### src/rtl/cdec8_mem_arbiter.sv
// cdec8_mem_arbiter: shares the 256x8 memory between the CPU core and host port.
// Define CDEC8_ARB_BURST_LIMIT_EN to bound host bursts while the CPU waits.
module cdec8_mem_arbiter #(
  parameter int unsigned HOST_BURST_MAX = 4
) (
  input  logic       clock,
  input  logic       reset_N,
  input  logic       cpu_req,
  input  logic       cpu_we,
  input  logic [7:0] cpu_adrs,
  input  logic [7:0] cpu_wdata,
  output logic       cpu_gnt,
  output logic       cpu_ack,
  output logic [7:0] cpu_rdata,
  output logic       cpu_stall,
  input  logic       hst_req,
  input  logic       hst_we,
  input  logic [7:0] hst_adrs,
  input  logic [7:0] hst_wdata,
  output logic       hst_gnt,
  output logic       hst_ack,
  output logic [7:0] hst_rdata,
  input  logic       hst_halt,
  output logic [7:0] mem_adrs,
  output logic [7:0] mem_wdata,
  output logic       mem_we,
  input  logic [7:0] mem_rdata
);

  typedef enum logic [1:0] {
    OWN_NONE = 2'd0,
    OWN_CPU  = 2'd1,
    OWN_HST  = 2'd2
  } owner_e;

  localparam logic [3:0] BMAX = 4'(HOST_BURST_MAX);

  owner_e owner_q, owner_d;
  logic   cpu_slot;

  assign cpu_gnt   = cpu_req & ~hst_halt & (~hst_req | cpu_slot);
  assign hst_gnt   = hst_req & ~cpu_gnt;
  assign cpu_stall = cpu_req & ~cpu_gnt;

  always_comb begin
    mem_adrs  = '0;
    mem_wdata = '0;
    mem_we    = 1'b0;
    owner_d   = OWN_NONE;
    unique case (1'b1)
      cpu_gnt: begin
        mem_adrs  = cpu_adrs;
        mem_wdata = cpu_wdata;
        mem_we    = cpu_we;
        owner_d   = OWN_CPU;
      end
      hst_gnt: begin
        mem_adrs  = hst_adrs;
        mem_wdata = hst_wdata;
        mem_we    = hst_we;
        owner_d   = OWN_HST;
      end
      default: ;
    endcase
  end

  always_ff @(posedge clock or negedge reset_N) begin
    if (!reset_N) owner_q <= OWN_NONE;
    else          owner_q <= owner_d;
  end

  assign cpu_ack   = (owner_q == OWN_CPU);
  assign hst_ack   = (owner_q == OWN_HST);
  assign cpu_rdata = cpu_ack ? mem_rdata : '0;
  assign hst_rdata = hst_ack ? mem_rdata : '0;

`ifdef CDEC8_ARB_BURST_LIMIT_EN
  logic [3:0] burst_q, burst_d;

  // Counts host grants the waiting CPU has lost; at the limit it gets a slot.
  assign cpu_slot = (burst_q == BMAX) & ~hst_halt;

  always_comb begin
    burst_d = burst_q;
    if (!cpu_req || cpu_gnt)
      burst_d = '0;
    else if (hst_gnt && (burst_q != BMAX))
      burst_d = burst_q + 4'd1;
  end

  always_ff @(posedge clock or negedge reset_N) begin
    if (!reset_N) burst_q <= '0;
    else          burst_q <= burst_d;
  end
`else
  logic unused_bmax;
  assign unused_bmax = ^BMAX;
  assign cpu_slot    = 1'b0;
`endif

endmodule

### config.mk
export PLATFORM = sky130hd
export DESIGN_NAME = cdec8_mem_arbiter
export DESIGN_NICKNAME = d
export VERILOG_FILES = /design/src/rtl/cdec8_mem_arbiter.sv
export SDC_FILE = /design/constraint.sdc
export NUM_CORES = 1
export LEC_CHECK = 0
export ABC_CLOCK_PERIOD_IN_PS = 1470
export BUFFER_PORTS_ARGS = -buffer_cell sky130_fd_sc_hd__buf_2
export CORE_UTILIZATION = 28
export DETAILED_ROUTE_END_ITERATION = 16
export PLACE_DENSITY = 0.87
export REMOVE_ABC_BUFFERS = 1
export SYNTH_ARGS = -nofsm -noshare
export SYNTH_HDL_FRONTEND = slang
export SYNTH_SLANG_ARGS = --single-unit
### constraint.sdc
create_clock -name clock -period 1.47 [get_ports clock]
set_clock_uncertainty 0.2 [all_clocks]
set_input_delay 0.294 -clock clock [delete_from_list [all_inputs] [get_ports clock]]
set_output_delay 0.294 -clock clock [all_outputs]
set_load 0.05 [all_outputs]
==> results.toml, run 1 <==
[outcome]
status = "finished with violations"
violations = "setup timing"

[finish]
drive_gt1_frac = 0.778
largest_register_ffs = 2
synthToLayoutAreaGrowth_pct = 179
final_nets = 220
antenna_cells = 0
fillCellCount = 93
regMostFlops = "owner_q"
reg_top3 = "owner_q x2"
instances_no_fill = 196

[timing]
tightest_slew_ps = 247
hold_viol = 0
finalCritPeriodShare = 1.18
fmax_mhz = 576
hold_ws_ps = 207
setup_viol = 35
rsz0062_at_grt = "yes"
relSlewSlack = 0.837
final_max_slew_viol_count = 0
finalSetupTns_ps = -4700
period_minus_slack_ps = 1740
finalWorstSetupSlack_ps = -267

[global_routing]
grt_pass1_wl_um = 3710
grt_max_degree = 39
antenna_found_initial = 0
gr-total-overflow = 0
grtUsageTotal = 0.247
grt_pass1_vias = 830

[worst_setup_path]
path_delay_family = "flip-flops"
worstPathArrival_ps = 1240
endpoint_kind = "primary output"
crit_type = "reg -> out"
critical_path_buf_inv_count = 1
worstSetupStartpointType = "flip-flop"
crit_fanout = 5
max_stage_delay_ps = 430
timing.critical_path.cells = "nor2b_4, and2_1, buf_6"
cp.required_ps = 980
slowest_stage = "dfrtp_2"
cp-startpoint = "owner_q[1]$_DFF_PN0_"

[clock_tree]
cts-root-buf = "clkbuf_4"
numClockSinks = 2
cts.clk_slew.worst_paths_ps = 40
cts-buffers-inserted = 3
cts_tree = "built"
ctsHtreeMaxLevel = 1
clk_path_buf_depth = 2

[synthesis]
syn_area_per_cell_um2 = 6.51
yosys.area_share.simple = 0.542
synthMuxAreaShare = 0
synth_warnings = 0
synthAdderAreaFrac = 0
synth_seq_area_share = 0.0915
synth_top_family_by_area = "simple AND/OR/NAND/NOR gates"
netlist_area_um2 = 547
synth-compound-area-share = 0.224
synth_xor_area_frac = 0
syn_inst = 84
synth_seq_cells = 2
ys_types = 14

[power]
netSwitchingFraction = 0.497
pwr-share-comb = 0.757
ir_worst_vdd_mv = 0.386
internal_power_w = 0.000397
power_switching_w = 0.000392
pwr-share-seq = 0.082
p_leak_nw = 0.759
power_density_nw_per_um2 = 517
clkPwrFrac = 0.161

[placement]
place.gp.congestion = 0.624
io_buffers = 84
dp.cells = 189

[detailed_routing]
drtAntennaViolNets = 0
drt_iter0_markers = 10
drc = 0
via_count = 942
detail_route.wl_per_cell_um = 15.6
routed_wl_um = 3060
viasPerCell = 4.81
first_pass_iters = 4

[die]
start_util = 0.307
core-area_um2 = 1780
die-area_um2 = 2130
ios = 85
fp.dieH_um = 46.2
rows = 15
die_width_um = 46.2

[flow_run]
drv_cap = 0

[hold_path]
hold_class = "in -> async"
==> metal layers <==
metal / vias to the layer above / part of all wire / track usage / wire length (um)
met4: 0 / 0.030 / 0.118 / 93
met2: 60 / 0.52 / 0.473 / 1590
met1: 434 / 0.37 / 0.242 / 1140
met3: 8 / 0.079 / 0.0627 / 243
li1: 440 / - / - / -
met5: - / 0 / 0 / 0
==> worst paths after layout <==
kind                                   endpoint  slack (ps)  cells past startpoint
worst max-delay path               hst_rdata[4]        -270                      3
worst min-delay path       owner_q[0]$_DFF_PN0_         210                      2
max in group asynchronous  owner_q[1]$_DFF_PN0_         750                      2
min in group clock         owner_q[1]$_DFF_PN0_         230                      2
==> cells in the mapped netlist (all sizes together) <==
cell type | count | area, um2
o21a | 1 | 7.51
o21ai | 17 | 115
nor2 | 2 | 7.51
buf | 8 | 73.8
clkbuf | 1 | 3.75
nor2b | 2 | 12.5
nand2b | 18 | 113
dfrtp | 2 | 50.1
and2 | 16 | 100
nand2 | 17 | 63.8
==> cell families (layout without fill, tap and decap cells) <==
| family | count (synthesis) | in the layout |
|---|---|---|
| simple gates | 55 | 57 |
| flops | 2 | 2 |
| compound gates | 18 | 18 |
| buf+inv | 9 | 94 |
==> timing repair <==
item,4_1_cts,5_1_grt
pin swaps,27,8
hold endpoints to repair,2,0
cloned,4,0
setup buffers,1,0
hold buffers,1,0
gates resized for setup,128,16
endpoints found under the setup margin,38,36
==> through the flow <==
stage          setup WS (ps)  total power (W)  utilization  area, um2
4_1_cts                 -188         0.000733        0.805       1440
3_3_place_gp            -200         0.000466        0.538        958
5_1_grt                 -304         0.000821        0.857       1530
6_report                -267         0.000789        0.857       1530
3_5_place_dp            -224         0.000469        0.538        958
2_1_floorplan           -984         0.000326            -        469
==> cell type report <==
type | instances | area [um2] | share of cell area
repair buffers | 91 | 808 | 0.529
multi-input cells | 75 | 613 | 0.401
well taps | 25 | 31.3 | 0.0205
clock buffers | 3 | 22.5 | 0.0147
flip-flops and latches | 2 | 52.6 | 0.0344
==> cell usage in the layout, fill, tap and decap left out, drive strengths merged <==
| cell | instances |
|---|---|
| nand2 | 17 |
| nor2 | 2 |
| dlygate4sd3 | 1 |
| dfrtp | 2 |
| o21ai | 17 |
| and2 | 16 |
| nand2b | 18 |
| buf | 90 |
| nor2b | 4 |
| o21a | 1 |
| clkbuf | 3 |
==> power groups by stage <==
| stage | Combinational [W] | Sequential (W) | Clock, W |
|---|---|---|---|
| after floorplan | 0.000267 | 0.0000593 | 0 |
| after global placement | 0.000406 | 0.0000594 | 0 |
| after detailed placement | 0.000410 | 0.0000596 | 0 |
| after CTS | 0.000547 | 0.0000639 | 0.000122 |
| after global routing | 0.000620 | 0.0000648 | 0.000137 |
| final | 0.000597 | 0.0000645 | 0.000127 |
No activity file was read; power rests on OpenSTA's default activity.
==> run 2, diff against run 1 <==
--- a/config.mk
+++ b/config.mk
@@ -5,11 +5,12 @@
 export SDC_FILE = /design/constraint.sdc
 export NUM_CORES = 1
 export LEC_CHECK = 0
+export ABC_AREA = 1
 export ABC_CLOCK_PERIOD_IN_PS = 1470
 export BUFFER_PORTS_ARGS = -buffer_cell sky130_fd_sc_hd__buf_2
-export CORE_UTILIZATION = 28
+export CORE_UTILIZATION = 26
 export DETAILED_ROUTE_END_ITERATION = 16
-export PLACE_DENSITY = 0.87
+export PLACE_DENSITY = 0.86
 export REMOVE_ABC_BUFFERS = 1
 export SYNTH_ARGS = -nofsm -noshare
 export SYNTH_HDL_FRONTEND = slang
==> results.toml, run 2 <==
[outcome]
status = "finished with violations"
violations = "setup timing"

[clock_tree]
cts-root-buf = "clkbuf_4"
cts_tree = "built"
cts-buffers-inserted = 3
numClockSinks = 2
clk_path_buf_depth = 2
cts.clk_slew.worst_paths_ps = 30
ctsHtreeMaxLevel = 1

[synthesis]
ys_async_sr_fraction = 1.00
synth_seq_cells = 2
syn_inst = 95
synth_seq_area_share = 0.103
ys.flop_type = "dfrtp_1"
yosys-top-cells-count = "nand2_1, nand4_1, nor2_1"
synth_edf_count = 0
ys_types = 12
ys_top_cells_by_area = "nand2_1, nand4_1, nor2_1"
yosysTopAreaCellShare = 0.271
syn_area_per_cell_um2 = 5.11
netlist_area_um2 = 485
yosys.area.top_type = "nand2_1"
synth_most_common_cell = "nand2_1"
synth_warnings = 0

[finish]
final_common_cell = "buf_2"
synthToLayoutAreaGrowth_pct = 153
reg_top3 = "owner_q x2"
largest_register_ffs = 2
antenna_cells = 0
stdcell_area_um2 = 1230
regMostFlops = "owner_q"
drive_gt1_frac = 0.611
final_cell_mix = "buf_2, nand2_1, buf_6"
final_nets = 229

[worst_setup_path]
worstPathArrival_ps = 1170
endpoint_kind = "primary output"
worstSetupStartpointType = "flip-flop"
cp-startpoint = "owner_q[0]$_DFF_PN0_"
crit_fanout = 9
crit_type = "reg -> out"
cp.required_ps = 980

[global_routing]
grt_max_degree = 19
antenna_found_initial = 0
gr-total-overflow = 0
grtUsageTotal = 0.198
grt_pass1_vias = 748
grt_pass1_wl_um = 3020

[flow_run]
drv_cap = 0

[timing]
finalWorstSetupSlack_ps = -197
fmax_mhz = 600
relSlewSlack = 0.837
period_minus_slack_ps = 1670
tightest_slew_ps = 246
setup_viol = 18
rsz0062_at_grt = "yes"
finalCritPeriodShare = 1.13
final_max_slew_viol_count = 0
finalSetupTns_ps = -2740
hold_viol = 0

[placement]
place.gp.congestion = 0.709
dpl_cell_area_um2 = 900
io_buffers = 84
dp.final_hpwl_um = 1480

[detailed_routing]
first_pass_iters = 4
routed_wl_um = 2360
drc = 0
drtAntennaViolNets = 0
via_count = 975
viasPerCell = 4.76
drt_iter0_markers = 11
detail_route.wl_per_cell_um = 11.5

[die]
start_util = 0.278
core-area_um2 = 1750
rows = 15
die_width_um = 45.2
ios = 85
fp.dieH_um = 45.2
die-area_um2 = 2040

[hold_path]
hold_path_startpoint = "hst_req"
hold_depth = 2
hold_class = "in -> reg"

[power]
ir_worst_vdd_mv = 0.329
finalPower_w = 0.000669
p_leak_nw = 0.722
power_density_nw_per_um2 = 545
run 2: cell count changes after synthesis, sizes merged, moves of 14 or more:
cell	previous run	this run
nor2	2	18
nand4	0	17
and2	16	0
nand2	17	35
inv	0	14
o21ai	17	0
nand2b	18	0
run 2: logic make-up after synthesis:
kind of cell / count (synthesis) / synth area share
AND/OR/NAND/NOR: 72 / 0.665
flip-flops: 2 / 0.103
buffers and inverters: 21 / 0.232
run 2: final timing paths:
path	end
setup / recovery	hst_rdata[1]
hold / removal	owner_q[1]$_DFF_PN0_
max in group asynchronous	owner_q[0]$_DFF_PN0_
min in group asynchronous	owner_q[1]$_DFF_PN0_
run 2: metal layers:
layer | global-route usage | vias to the layer above | part of all wire
met5 | 0 | - | 0
met4 | 0.0727 | 0 | 0.00085
met3 | 0.0360 | 2 | 0.10
met2 | 0.397 | 79 | 0.56
met1 | 0.198 | 421 | 0.34
li1 | - | 473 | -
run 2: what timing repair did:
action	CTS	global route
cloned	0	0
hold buffers	1	0
pin swaps	3	2
endpoints found under the hold margin	2	0
gates resized for setup	66	33
setup endpoints to repair	37	35
buffers inserted	0	1
run 2: stage by stage:
step           utilization  setup slack (ps)  hold slack [ps]  std cells
2_1_floorplan            -              -693             -202         88
4_1_cts              0.648              -141              108        204
5_1_grt              0.703              -241              115        205
3_5_place_dp         0.515              -114             -117        200
3_3_place_gp         0.515              -116             -120        200
6_report             0.703              -197              116        205
run 2: report_power, final:
| part | internal, W | leakage [nW] | total, W | switching, W |
|---|---|---|---|---|
| logic | 0.000170 | 0.683 | 0.000492 | 0.000322 |
| registers | 0.0000580 | 0.0251 | 0.0000603 | 0.00000235 |
| clock network | 0.0000897 | 0.0138 | 0.000117 | 0.0000270 |
| total | 0.000318 | 0.722 | 0.000669 | 0.000352 |
run 2: area by class of cell:
class | count | area [um2]
timing repair buffer | 89 | 674
multi-input combinational | 72 | 384
sequential | 2 | 50.0
tap | 25 | 31.3
fill | 140 | 518
inverter | 14 | 65.1
clock buffer | 3 | 22.5
run 2: worst max-delay path, cell delays in order (launching register included):
cell and delay [ps]:
dfrtp_1 370, inv_2 90, nand2_2 130, nor2_1 180
buf_6 180
==> run 3, diff against run 2 <==
--- a/config.mk
+++ b/config.mk
@@ -10,8 +10,10 @@
 export BUFFER_PORTS_ARGS = -buffer_cell sky130_fd_sc_hd__buf_2
 export CORE_UTILIZATION = 26
 export DETAILED_ROUTE_END_ITERATION = 16
+export MAX_ROUTING_LAYER = met4
 export PLACE_DENSITY = 0.86
 export REMOVE_ABC_BUFFERS = 1
 export SYNTH_ARGS = -nofsm -noshare
 export SYNTH_HDL_FRONTEND = slang
 export SYNTH_SLANG_ARGS = --single-unit
+export TNS_END_PERCENT = 1
==> results.toml, run 3 (same netlist as run 2, synthesis figures left out) <==
[placement]
place.gp.congestion = 0.717
dpl_cell_area_um2 = 900
dp.final_hpwl_um = 1480
io_buffers = 84
dp.cells = 200
preCtsSetupSlack_ps = -114

[clock_tree]
cts_tree = "built"
cts.clk_slew.worst_paths_ps = 30
numClockSinks = 2
cts-root-buf = "clkbuf_4"
post-cts-setup-buffers = 0
clk_path_buf_depth = 2
ctsHtreeMaxLevel = 1
cts-buffers-inserted = 3

[power]
ir_worst_vdd_mv = 0.333
finalPower_w = 0.000651
p_leak_nw = 0.703
power_density_nw_per_um2 = 564

[finish]
final_common_cell = "buf_2"
drive_gt1_frac = 0.609
largest_register_ffs = 2
final_cell_mix = "buf_2, nand2_1, buf_6"
reg_top3 = "owner_q x2"
antenna_cells = 0
fillCellCount = 156
final_nets = 228
stdcell_area_um2 = 1150
instances_no_fill = 204
synthToLayoutAreaGrowth_pct = 138
regMostFlops = "owner_q"

[worst_setup_path]
worstPathArrival_ps = 1160
worstSetupStartpointType = "flip-flop"
cp.required_ps = 980
endpoint_kind = "primary output"
max_stage_delay_ps = 370
slowest_stage = "dfrtp_1"
timing.critical_path.cells = "inv_2, nand2_2, nor2_1, buf_6"
crit_type = "reg -> out"
crit_fanout = 9

[detailed_routing]
viasPerCell = 4.52
drt_iter0_markers = 6
via_count = 923
routed_wl_um = 2160
first_pass_iters = 4
drtAntennaViolNets = 0
detail_route.wl_per_cell_um = 10.6
drc = 0

[global_routing]
gr-total-overflow = 0
grt_pass1_vias = 762
grt_pass1_wl_um = 3020
grtUsageTotal = 0.205
antenna_found_initial = 0
grt_max_degree = 19

[timing]
period_minus_slack_ps = 1650
finalCritPeriodShare = 1.12
finalWorstSetupSlack_ps = -181
final_max_slew_viol_count = 0
rsz0062_at_grt = "yes"
finalSetupTns_ps = -2450
setup_viol = 18
relSlewSlack = 0.837
fmax_mhz = 606
hold_viol = 0
tightest_slew_ps = 247

[die]
die-area_um2 = 2040
rows = 15
fp.dieH_um = 45.2
start_util = 0.278
die_width_um = 45.2
ios = 85
core-area_um2 = 1750

[flow_run]
drv_cap = 0

[outcome]
status = "finished with violations"
violations = "setup timing"

[hold_path]
hold_class = "in -> reg"
run 3: changes by cell type in the layout (fill, tap and decap cells not counted):
cell,previous run,this run
inv_6,2,0
buf_6,25,21
nor2_2,7,11
buf_8,3,0
inv_4,1,3
buf_4,12,20
buf_2,45,46
nor2_4,5,1
clkbuf_4,6,3
run 3: final timing paths:
kind / from / end / slack (ps) / depth (start not counted)
min in group asynchronous: reset_N / owner_q[1]$_DFF_PN0_ / 210 / 2
max in group asynchronous: reset_N / owner_q[0]$_DFF_PN0_ / 760 / 2
hold / removal: hst_req / owner_q[1]$_DFF_PN0_ / 200 / 2
setup / recovery: owner_q[0]$_DFF_PN0_ / hst_rdata[3] / -180 / 4
run 3: layout make-up:
cell class / count / area [um2] / share of cell area
clock buffer: 3 / 22.5 / 0.0195
inverter: 14 / 60.1 / 0.0520
tap: 25 / 31.3 / 0.0271
timing repair buffer: 88 / 627 / 0.543
multi-input combinational: 72 / 364 / 0.315
sequential: 2 / 50.0 / 0.0433
run 3: metrics by stage:
step / utilization / hold slack, ps
floorplan: - / -202
CTS: 0.647 / 194
global placement: 0.515 / -120
global route: 0.662 / 205
detailed placement: 0.515 / -117
finish: 0.662 / 199
run 3: power breakdown:
part           internal, W  switching [W]  total (W)
Combinational     0.000160       0.000314   0.000474
Clock            0.0000897      0.0000269   0.000117
Sequential       0.0000580     0.00000236  0.0000603
Total             0.000308       0.000343   0.000651
run 3: repair_timing:
action | 4_1_cts | 5_1_grt
hold buffers | 1 | 0
pin swaps | 2 | 0
gates resized for setup | 68 | 8
hold endpoints to repair | 2 | 0
setup endpoints to repair | 37 | 36
run 3: routing by layer:
layer  vias up  GRT usage  share of wire
met3         0     0.0280           0.10
li1        470          -              -
met5         -          -              0
met4         0     0.0727              0
met2        61      0.409           0.54
met1       392      0.195           0.36
run 3: critical path, delay by kind of cell, from the launching register on:
kind / cells / cell delay [ps]
simple gates: 2 / 300
flops: 1 / 370
buf+inv: 2 / 270
